**src/rtl/game_state_ctrl.sv**
```systemverilog
// ---------------------------------------------------------------------------
// game_state_ctrl
//
// Game-flow controller for the pong pipeline. Walks the match through
// menu -> serve pause -> live play -> game over, keeps both players' scores,
// and drives the ball hold / re-centre controls. Runs in the pixel clock
// domain; the state and score outputs feed the text-overlay stage.
//
// Parameters
//   WIN_SCORE     score that ends the match (1..15)
//   SERVE_FRAMES  frames the ball is held after each point / at match start
//   OVER_FRAMES   frames spent in game over before returning to the menu
//
// Ports
//   clk            pixel clock
//   rst            synchronous, active-high reset
//   start_btn      start button (synchronised, debounced level)
//   vblnk          vertical blank; its rising edge is the frame tick
//   p1_point       one-cycle pulse, player 1 scored
//   p2_point       one-cycle pulse, player 2 scored
//   state          00 MENU_START, 01 GAME, 10 GAME_OVER
//   player1_score  player 1 score
//   player2_score  player 2 score
//   ball_hold      1 = ball frozen at centre
//   ball_reset     one-cycle pulse, re-centre ball
//   serve_dir      0 = launch toward player 1, 1 = toward player 2
//
// Internal states
//   state   | meaning
//   --------+--------------------------------------------------------------
//   S_MENU  | waiting for start press; last match's scores still displayed
//   S_SERVE | ball held at centre, counting frames until launch
//   S_PLAY  | ball live, waiting for a point event
//   S_OVER  | match won, scores frozen, counting frames back to the menu
// ---------------------------------------------------------------------------
module game_state_ctrl #(
    parameter int WIN_SCORE    = 9,
    parameter int SERVE_FRAMES = 60,
    parameter int OVER_FRAMES  = 300
) (
    input  logic       clk,
    input  logic       rst,
    input  logic       start_btn,
    input  logic       vblnk,
    input  logic       p1_point,
    input  logic       p2_point,
    output logic [1:0] state,
    output logic [3:0] player1_score,
    output logic [3:0] player2_score,
    output logic       ball_hold,
    output logic       ball_reset,
    output logic       serve_dir
);

    localparam logic [1:0] ST_MENU_START = 2'b00;
    localparam logic [1:0] ST_GAME       = 2'b01;
    localparam logic [1:0] ST_GAME_OVER  = 2'b10;

    localparam logic [3:0] WIN_S   = 4'(WIN_SCORE);
    localparam logic [9:0] SERVE_N = 10'(SERVE_FRAMES);
    localparam logic [9:0] OVER_N  = 10'(OVER_FRAMES);
    localparam logic [9:0] CNT_MAX = 10'd1023;

    typedef enum logic [1:0] {
        S_MENU,
        S_SERVE,
        S_PLAY,
        S_OVER
    } fsm_t;

    fsm_t       fsm;
    logic       start_prev;
    logic       vblnk_prev;
    logic [9:0] cnt_frame;

    logic       start_edge;
    logic       frame_tick;
    logic [9:0] cnt_inc;
    logic [3:0] p1_inc;
    logic [3:0] p2_inc;

    assign start_edge = start_btn & ~start_prev;
    assign frame_tick = vblnk & ~vblnk_prev;

    // Saturating increment; the timeout compares use the post-increment
    // value so the Nth frame tick is the one that ends the wait.
    assign cnt_inc = (cnt_frame == CNT_MAX) ? cnt_frame : cnt_frame + 10'd1;

    // Scores are capped by WIN_SCORE (<= 15), so these never wrap.
    assign p1_inc = player1_score + 4'd1;
    assign p2_inc = player2_score + 4'd1;

    always_ff @(posedge clk) begin
        if (rst) begin
            fsm           <= S_MENU;
            state         <= ST_MENU_START;
            player1_score <= 4'd0;
            player2_score <= 4'd0;
            ball_hold     <= 1'b1;
            ball_reset    <= 1'b0;
            serve_dir     <= 1'b0;
            cnt_frame     <= 10'd0;
            start_prev    <= 1'b0;
            vblnk_prev    <= 1'b0;
        end else begin
            start_prev <= start_btn;
            vblnk_prev <= vblnk;
            ball_reset <= 1'b0;

            case (fsm)
                S_MENU: begin
                    ball_hold <= 1'b1;
                    if (start_edge) begin
                        player1_score <= 4'd0;
                        player2_score <= 4'd0;
                        serve_dir     <= 1'b0;
                        cnt_frame     <= 10'd0;
                        ball_reset    <= 1'b1;
                        fsm           <= S_SERVE;
                        state         <= ST_GAME;
                    end
                end

                // Point events and start presses are deliberately ignored
                // while the ball is being held for the serve.
                S_SERVE: begin
                    if (frame_tick) begin
                        if (cnt_inc == SERVE_N) begin
                            cnt_frame <= 10'd0;
                            ball_hold <= 1'b0;
                            fsm       <= S_PLAY;
                        end else begin
                            cnt_frame <= cnt_inc;
                        end
                    end
                end

                // Simultaneous points cancel out: neither side is credited.
                S_PLAY: begin
                    if (p1_point && !p2_point) begin
                        player1_score <= p1_inc;
                        serve_dir     <= 1'b1;
                        ball_reset    <= 1'b1;
                        ball_hold     <= 1'b1;
                        cnt_frame     <= 10'd0;
                        if (p1_inc == WIN_S) begin
                            fsm   <= S_OVER;
                            state <= ST_GAME_OVER;
                        end else begin
                            fsm <= S_SERVE;
                        end
                    end else if (p2_point && !p1_point) begin
                        player2_score <= p2_inc;
                        serve_dir     <= 1'b0;
                        ball_reset    <= 1'b1;
                        ball_hold     <= 1'b1;
                        cnt_frame     <= 10'd0;
                        if (p2_inc == WIN_S) begin
                            fsm   <= S_OVER;
                            state <= ST_GAME_OVER;
                        end else begin
                            fsm <= S_SERVE;
                        end
                    end
                end

                // Scores stay frozen here and through the menu so the
                // overlay can keep showing the final result.
                S_OVER: begin
                    ball_hold <= 1'b1;
                    if (start_edge || (frame_tick && cnt_inc == OVER_N)) begin
                        cnt_frame <= 10'd0;
                        fsm       <= S_MENU;
                        state     <= ST_MENU_START;
                    end else if (frame_tick) begin
                        cnt_frame <= cnt_inc;
                    end
                end

                default: begin
                    fsm       <= S_MENU;
                    state     <= ST_MENU_START;
                    ball_hold <= 1'b1;
                    cnt_frame <= 10'd0;
                end
            endcase
        end
    end

endmodule

```
**config.mk**
```make
export PLATFORM = sky130hd
export DESIGN_NAME = game_state_ctrl
export DESIGN_NICKNAME = d
export VERILOG_FILES = /design/src/rtl/game_state_ctrl.sv
export SDC_FILE = /design/constraint.sdc
export NUM_CORES = 1
export LEC_CHECK = 0
export BUFFER_PORTS_ARGS = -buffer_cell sky130_fd_sc_hd__clkbuf_2
export CORE_MARGIN = 5
export CORE_UTILIZATION = 55
export CTS_CLUSTER_DIAMETER = 60
export DETAILED_ROUTE_END_ITERATION = 12
export PLACE_DENSITY = 0.85
export SKIP_CTS_REPAIR_TIMING = 1
export SYNTH_ARGS = -nofsm -noshare
export SYNTH_HDL_FRONTEND = slang
export SYNTH_SLANG_ARGS = --single-unit
```
**constraint.sdc**
```tcl
create_clock -name clk -period 6.5 [get_ports clk]
set_input_delay 0.325 -clock clk [delete_from_list [all_inputs] [get_ports clk]]
set_output_delay 0.325 -clock clk [all_outputs]
set_load 0.005 [all_outputs]
```
==> flow_summary.yaml, run 1 <==
outcome:
  status: "completed"
power_and_ir_drop:
  cellLeakagePower_nw: 0.657
  total_power_w: 0.000281
  clockPowerShare_pct: 26.3
  power_frac_comb_pct: 12.3
  power_density_nw_per_um2: 149
  ir_drop_v: 0.0000943
  internal-power_w: 0.000204
  seqPwrFrac_pct: 61.4
  swShare_pct: 27.2
  p_sw_w: 0.0000765
worst_hold_path:
  min_to: "start_prev$_SDFF_PP0_"
  min_from: "start_btn"
  hold_class: "input pin to register"
  holdPathStages: 2
worst_setup_path:
  r2r_end: "ball_reset$_SDFF_PP0_"
  rr_startpoint: "cnt_frame[1]$_SDFFE_PP0P_"
  critPathTopFamily: "simple AND/OR/NAND/NOR gates"
  required_ns: 6.76
  path_class: "register to register"
  cpPeakStageDelay_ns: 0.52
  crit_chain: "ha_1 > nand2_1 > or3_4 > or3_4 > a211oi_2 > a41oi_1 > nor3_4 > nor3b_2"
  critical_path_arrival_ns: 3.26
  reg2reg_depth: 8
  rrSetupSlack_ns: 3.51
  cp-end-kind: "register"
  cp_max_fo: 12
  crit_buf_inv: 0
  cpMaxStageDelayCell: "dfxtp_1"
  path_depth: 8
  worst_setup_path_start_kind: "register"
  cp_common_cell: "or3_4"
cts:
  htreeDepth: 1
  insertion_delay_ns: 0.32
  cts_root_buf: "clkbuf_4"
  cts_sinks: 27
  clock_path_buffers: 2
  cts_buffers: 3
  tritoncts: "done"
  clk_pin_slew_ns: 0.15
global_route:
  track_usage_pct: 18.6
  grt_max_degree: 28
  antenna_found_initial: 0
  grt_pass1_wl_um: 6600
  first_global_vias: 1474
  overflow: 0
drt:
  via_per_inst: 5.98
  wl_met2_um: 1700
  wl_um: 3780
  top_layer_used: "met4"
  ant_nets: 0
  drtIter0Drc: 111
  met1Wirelength_um: 1840
  detailedRoute.firstPassIterationCount: 5
  wl_met3_um: 191
  wl_per_cell_um: 13.6
  vias: 1657
  drc: 0
logic_synthesis:
  synth_top_area_cell: "dfxtp_1"
  synth.ff_latch_count: 27
  synth_flop_cell: "dfxtp_1"
  syn_avg_cell_area_um2: 7.87
  yosysSeqAreaShare_pct: 30.8
  synth_cell_types: 49
  syn_inst: 223
  synth_nets: 236
  yosysWarnings: 0
  netlist.area_leader.share_pct: 30.8
  syn_area_um2: 1760
  synth.top_cells.by_area: "dfxtp_1 31%, a21oi_1 5.1%, nor2_1 5.1%, ha_1 5.0%, nand2_1 4.1%"
  async_reset_ff_share_pct: 0
  synth_edf_count: 0
sta:
  holdWs_ns: 0.234
  finalMaxSlewViolations: 0
  period_needed_ns: 2.99
  hold_viol: 0
  tightest_slew_ns: 1.03
  setup_tns_ns: 0
  rsz0062_at_grt: "no"
  fin_worst_skew_ns: 0.00523
  max_freq_ghz: 0.334
  max_slew_margin_pct: 31.1
  timing.final.crit_share_pct: 46.1
  fin_ws_ns: 3.51
  setup_viol: 0
floorplanning:
  die_h_um: 66.5
  start_util_pct: 57.5
  dieArea_um2: 4420
  core_area_um2: 3050
  die_w_um: 66.5
  row_count: 20
  io_pins: 19
placement:
  place_ws_ns: 3.57
  hpwl_um: 2760
  io_buffers: 18
  gp_congestion: 0.922
layout:
  multiInputGateArea_um2: 1130
  nets: 247
  seqCellArea_um2: 541
  final_core_util_pct: 61.6
  diodes: 0
  area_delta_synth_final_pct: 7.06
  num-fill-cells: 299
  drive_above_1_share_pct: 13.3
job:
  maxCapViolCount: 0
[cell usage after synthesis, types with 2 or more instances]
library cell,number
dfxtp_1,27
nor2_1,24
nand2_1,19
a21oi_1,18
inv_1,10
clkbuf_1,9
nand3_1,8
ha_1,7
o21ai_0,7
a211oi_1,6
nor2b_1,6
o21ai_1,6
nand2b_1,5
nand4_1,5
and2_1,4
and3_1,4
nand3b_1,4
nor3_1,4
o22ai_1,4
a41oi_1,3
buf_2,3
xnor2_1,3
xor2_1,3
a21boi_0,2
a22oi_1,2
a311oi_1,2
a31oi_1,2
nor3b_2,2
o211ai_1,2
or3_4,2
or4_1,2
[state kept, by name (all words and copies together), names as in the netlist, 2 cells and up]
register and cells:
cnt_frame 10, player1_score 4, fsm 2, state 2
player2_score 4
[worst max-delay path by stage]
stage                                    from                    end  slack (ns)
floorplan           cnt_frame[0]$_SDFFE_PP0P_    fsm[1]$_SDFFE_PP0P_        3.95
global placement    cnt_frame[1]$_SDFFE_PP0P_    fsm[1]$_SDFFE_PP0P_        3.68
detailed placement  cnt_frame[1]$_SDFFE_PP0P_    fsm[1]$_SDFFE_PP0P_        3.57
CTS                 cnt_frame[1]$_SDFFE_PP0P_  ball_reset$_SDFF_PP0_        3.54
global route        cnt_frame[1]$_SDFFE_PP0P_  ball_reset$_SDFF_PP0_        3.33
finish              cnt_frame[1]$_SDFFE_PP0P_  ball_reset$_SDFF_PP0_        3.51
[placed cells by master, fill, tap and decap left out, drive strengths merged, types with 3 or more instances in the layout]
master  Yosys  final
a211oi      7      7
a21boi      3      3
a21oi      18     18
a41oi       3      3
and2        4      4
and3        4      4
clkbuf      9     21
dfxtp      27     27
ha          7      7
inv        10     10
nand2      19     19
nand2b      5      5
nand3       9      9
nand3b      4      4
nand4       5      5
nor2       24     24
nor2b       6      6
nor3        5      5
o21ai      13     13
o22ai       4      4
xnor2       3      3
xor2        3      3
[per-stage QoR]
step / instance area (um2) / instances
after floorplan: 1760 / 223
after global placement: 1850 / 273
after detailed placement: 1850 / 273
after CTS: 1880 / 277
after global routing: 1880 / 277
final: 1880 / 277
[worst reg2reg max path: cells and delay by family (launching register included)]
family                   cells  cell delay [ns]
AND/OR/NAND/NOR              5             1.41
AO/OA/AOI/OAI                2             0.60
flip-flops                   1             0.52
adder cells (fa/ha/maj)      1             0.39
[logic make-up (layout without fill, tap and decap cells)]
| family | count (synthesis) | in the layout | synth area share (%) |
|---|---|---|---|
| compound gates | 65 | 65 | 25.5 |
| xor+xnor | 6 | 6 | 2.99 |
| fa+ha+maj | 7 | 7 | 4.99 |
| buf+inv | 22 | 32 | 4.92 |
| flops | 27 | 27 | 30.8 |
| simple gates | 96 | 96 | 30.8 |
[per-layer routing]
layer  global-route usage, %  vias up
met1                    26.1      756
met5                       0        -
li1                        -      837
met3                    2.02        7
met2                    29.4       57
met4                    6.60        0
[power by group through the flow]
| stage | clock network (W) | registers [W] | logic, W |
|---|---|---|---|
| 2_1_floorplan | 0 | 0.000174 | 0.0000268 |
| 3_3_place_gp | 0 | 0.000176 | 0.0000341 |
| 3_5_place_dp | 0 | 0.000176 | 0.0000343 |
| 4_1_cts | 0.0000782 | 0.000172 | 0.0000344 |
| 5_1_grt | 0.0000866 | 0.000173 | 0.0000387 |
| 6_report | 0.0000739 | 0.000172 | 0.0000346 |
[cell type report]
cell class	count	area share, %
clock buffers	3	1.20
clock inverters	1	0.266
inverters	10	2.00
multi-input cells	174	60.1
flip-flops and latches	27	28.8
well taps	44	2.93
repair buffers	18	4.79
(Power assumes the default switching activity.)
==> run 2: changes to the inputs <==
- CORE_UTILIZATION: 55 -> 52
- clock period: 6.5 -> 2.7 ns (I/O delays scaled with it)
==> flow_summary.yaml, run 2 (synthesized netlist as in run 1, its figures left out) <==
outcome:
  status: "completed"
power_and_ir_drop:
  cellLeakagePower_nw: 0.714
  ir_drop_v: 0.000252
  total_power_w: 0.000688
  power_density_nw_per_um2: 348
worst_hold_path:
  hold_class: "input pin to register"
  holdPathStages: 2
global_route:
  antenna_found_initial: 0
  track_usage_pct: 20.3
  grt_max_degree: 28
  overflow: 0
  grt_pass1_wl_um: 7330
  first_global_vias: 1673
drt:
  vias: 1746
  detailedRoute.firstPassIterationCount: 4
  ant_nets: 0
  drtIter0Drc: 132
  via_per_inst: 6.02
  drc: 0
  wl_per_cell_um: 14.6
  wl_um: 4240
sta:
  period_needed_ns: 2.50
  max_freq_ghz: 0.400
  timing.final.crit_share_pct: 92.6
  finalMaxSlewViolations: 0
  hold_viol: 0
  fin_ws_ns: 0.198
  holdWs_ns: 0.0329
  fin_worst_skew_ns: 0.00664
  setup_tns_ns: 0
  setup_viol: 0
  rsz0062_at_grt: "no"
  max_slew_margin_pct: 29.7
  tightest_slew_ns: 1.05
worst_setup_path:
  cp-end-kind: "register"
  worst_setup_path_start_kind: "register"
  critical_path_arrival_ns: 2.75
  cpMaxStageDelayCell: "dfxtp_1"
  cpPeakStageDelay_ns: 0.52
  cp_max_fo: 8
  cp_common_cell: "or3_4"
  required_ns: 2.95
  crit_chain: "nand3_4 > or3_4 > or3_4 > a2111oi_4 > o221a_2 > a21boi_1 > o21a_1"
  path_class: "register to register"
  reg2reg_depth: 7
layout:
  postLayoutCellArea_um2: 1980
  area_delta_synth_final_pct: 12.8
  top_regs: "cnt_frame x10, player1_score x4, player2_score x4"
  nets: 258
  most-common-layout-cells: "25 x dfxtp_1, 24 x nor2_1, 19 x nand2_1"
  final_common_cell: "dfxtp_1"
  drive_above_1_share_pct: 18.4
  largest_register_ffs: 10
  regMostFlops: "cnt_frame"
  diodes: 0
floorplanning:
  die_h_um: 68.1
  dieArea_um2: 4640
  start_util_pct: 53.0
  io_pins: 19
  core_area_um2: 3310
  row_count: 21
  die_w_um: 68.1
placement:
  placed_area_um2: 1940
  io_buffers: 18
  gp_congestion: 1.03
  place_ws_ns: 0.119
  hpwl_um: 3180
cts:
  clock_path_buffers: 2
  cts_root_buf: "clkbuf_4"
  cts_sinks: 27
  cts_buffers: 3
  tritoncts: "done"
  insertion_delay_ns: 0.33
  htreeDepth: 1
  clk_pin_slew_ns: 0.15
job:
  maxCapViolCount: 0
## run 2: cell count changes in the layout (fill, tap and decap cells not counted), sizes merged
cell  change
buf      +11
## run 2: layer usage
| metal | vias up | GRT usage [%] | routed length [um] |
|---|---|---|---|
| li1 | 860 | - | - |
| met3 | 8 | 3.28 | 279 |
| met4 | 0 | 10.7 | 76 |
| met5 | - | 0 | 0 |
| met2 | 72 | 31.9 | 2040 |
| met1 | 806 | 26.6 | 1840 |
## run 2: area by class of cell
cell class | instances | area (um2)
Clock buffer | 3 | 22.5
Clock inverter | 1 | 5.00
Fill cell | 306 | 1330
Inverter | 10 | 37.5
Multi-Input combinational cell | 174 | 1140
Sequential cell | 27 | 543
Tap cell | 46 | 57.6
Timing Repair Buffer | 29 | 173
## run 2: path summary, 6_finish.rpt
path | startpoint | slack [ns] | to
worst min-delay path | vblnk | 0.03 | vblnk_prev$_SDFF_PP0_
worst min register to register | ball_hold$_SDFFE_PP1P_ | 0.48 | ball_hold$_SDFFE_PP1P_
worst max-delay path | cnt_frame[3]$_SDFFE_PP0P_ | 0.20 | state[0]$_SDFFE_PP0P_
worst max register to register | cnt_frame[3]$_SDFFE_PP0P_ | 0.20 | state[0]$_SDFFE_PP0P_
## run 2: critical path, delay by kind of cell, from the launching register on
family	cells	cell delay, ns
AO/OA/AOI/OAI	4	0.95
AND/OR/NAND/NOR	3	0.94
flip-flops	1	0.52
## run 2: per-stage QoR
stage	util, %	cells
2_1_floorplan	-	223
3_3_place_gp	58.5	286
3_5_place_dp	58.5	286
4_1_cts	59.3	290
5_1_grt	59.8	290
6_report	59.8	290
## run 2: where the power goes
| part | internal [W] | switching (W) | leakage [nW] |
|---|---|---|---|
| Clock | 0.0000558 | 0.000124 | 0.0177 |
| Combinational | 0.0000369 | 0.0000612 | 0.476 |
| Sequential | 0.000406 | 0.00000513 | 0.220 |
| Total | 0.000498 | 0.000190 | 0.714 |
==> run 3: changes to the inputs <==
- SETUP_SLACK_MARGIN: not set -> 0.4
==> flow_summary.yaml, run 3 (synthesized netlist as in run 1, its figures left out) <==
outcome:
  status: "completed"
floorplanning:
  io_pins: 19
  start_util_pct: 53.0
  row_count: 21
  die_w_um: 68.1
  core_area_um2: 3310
  die_h_um: 68.1
  dieArea_um2: 4640
layout:
  diodes: 0
  top_regs: "cnt_frame x10, player1_score x4, player2_score x4"
  drive_above_1_share_pct: 25.5
  largest_register_ffs: 10
  fin_cells: 297
  final_core_util_pct: 64.2
  postLayoutCellArea_um2: 2130
  final_common_cell: "nor2_1"
  most-common-layout-cells: "24 x nor2_1, 18 x nand2_1, 18 x clkbuf_2"
  nets: 265
  area_delta_synth_final_pct: 21.2
  regMostFlops: "cnt_frame"
sta:
  setup_tns_ns: 0
  period_needed_ns: 2.55
  finalMaxSlewViolations: 0
  timing.final.crit_share_pct: 94.3
  fin_worst_skew_ns: 0.0105
  rsz0062_at_grt: "yes"
  max_freq_ghz: 0.393
  setup_viol: 0
  max_slew_margin_pct: 62.6
  tightest_slew_ns: 0.561
  hold_viol: 0
worst_setup_path:
  cp-end-kind: "register"
  path_class: "register to register"
  cp_max_fo: 6
  worst_setup_path_start_kind: "register"
  critical_path_arrival_ns: 2.79
  required_ns: 2.94
placement:
  gp_congestion: 0.933
  io_buffers: 18
  hpwl_um: 2960
  placed_area_um2: 1970
  dp.cells: 284
global_route:
  track_usage_pct: 19.2
  first_global_vias: 1677
  antenna_found_initial: 0
  grt_max_degree: 28
  overflow: 0
  grt_pass1_wl_um: 7020
cts:
  clock_path_buffers: 2
  htreeDepth: 1
  cts_buffers: 3
  cts_root_buf: "clkbuf_4"
  cts_sinks: 27
  insertion_delay_ns: 0.34
  tritoncts: "done"
  clk_pin_slew_ns: 0.15
drt:
  wl_per_cell_um: 14.8
  ant_nets: 0
  detailedRoute.firstPassIterationCount: 7
  via_per_inst: 6.05
  wl_um: 4410
  drc: 0
  vias: 1797
  drtIter0Drc: 198
power_and_ir_drop:
  cellLeakagePower_nw: 0.805
  total_power_w: 0.000693
  power_density_nw_per_um2: 326
  ir_drop_v: 0.000274
worst_hold_path:
  hold_class: "input pin to register"
job:
  maxCapViolCount: 0
-- run 3: area by class of cell --
| cell class | count | area (um2) |
|---|---|---|
| Fill cell | 288 | 1180 |
| Multi-Input combinational cell | 175 | 1220 |
| Sequential cell | 27 | 563 |
| Timing Repair Buffer | 35 | 223 |
| Tap cell | 46 | 57.6 |
| Clock buffer | 4 | 26.3 |
| Inverter | 10 | 37.5 |
-- run 3: metal layers --
metal  global-route usage [%]  wire length [um]
met4                     7.20                40
met3                     2.46               212
met1                     23.5              1950
met2                     33.8              2200
met5                        0                 0
-- run 3: where the power goes --
| group | total [W] | switching [W] | internal, W |
|---|---|---|---|
| sequential | 0.000411 | 0.00000865 | 0.000402 |
| clock | 0.000182 | 0.000124 | 0.0000581 |
| combinational | 0.000100 | 0.0000580 | 0.0000420 |
| total | 0.000693 | 0.000191 | 0.000502 |
-- run 3: worst max-delay path: stages, from the launching register on --
cell and delay, ns:
dfxtp_4 0.39, ha_4 0.19, a21boi_0 0.23, nor4bb_4 0.28
o221ai_1 0.15, buf_4 0.18, a2111oi_4 0.50, o221a_2 0.30
a21boi_1 0.06, o21a_1 0.17
-- run 3: worst paths after layout --
check,slack [ns],depth (start not counted),startpoint,endpoint
setup / recovery,0.15,9,cnt_frame[0]$_SDFFE_PP0P_,state[0]$_SDFFE_PP0P_
hold / removal,0.02,2,vblnk,vblnk_prev$_SDFF_PP0_
setup reg to reg,0.15,9,cnt_frame[0]$_SDFFE_PP0P_,state[0]$_SDFFE_PP0P_
hold reg to reg,0.51,2,serve_dir$_SDFFE_PP0P_,serve_dir$_SDFFE_PP0P_
-- run 3: stage by stage --
step,hold WS [ns],setup slack [ns]
3_3_place_gp,0.365,0.261
2_1_floorplan,0.263,0.322
6_report,0.0176,0.155
3_5_place_dp,0.372,0.213
4_1_cts,0.0242,0.189
5_1_grt,0.0163,0.0469
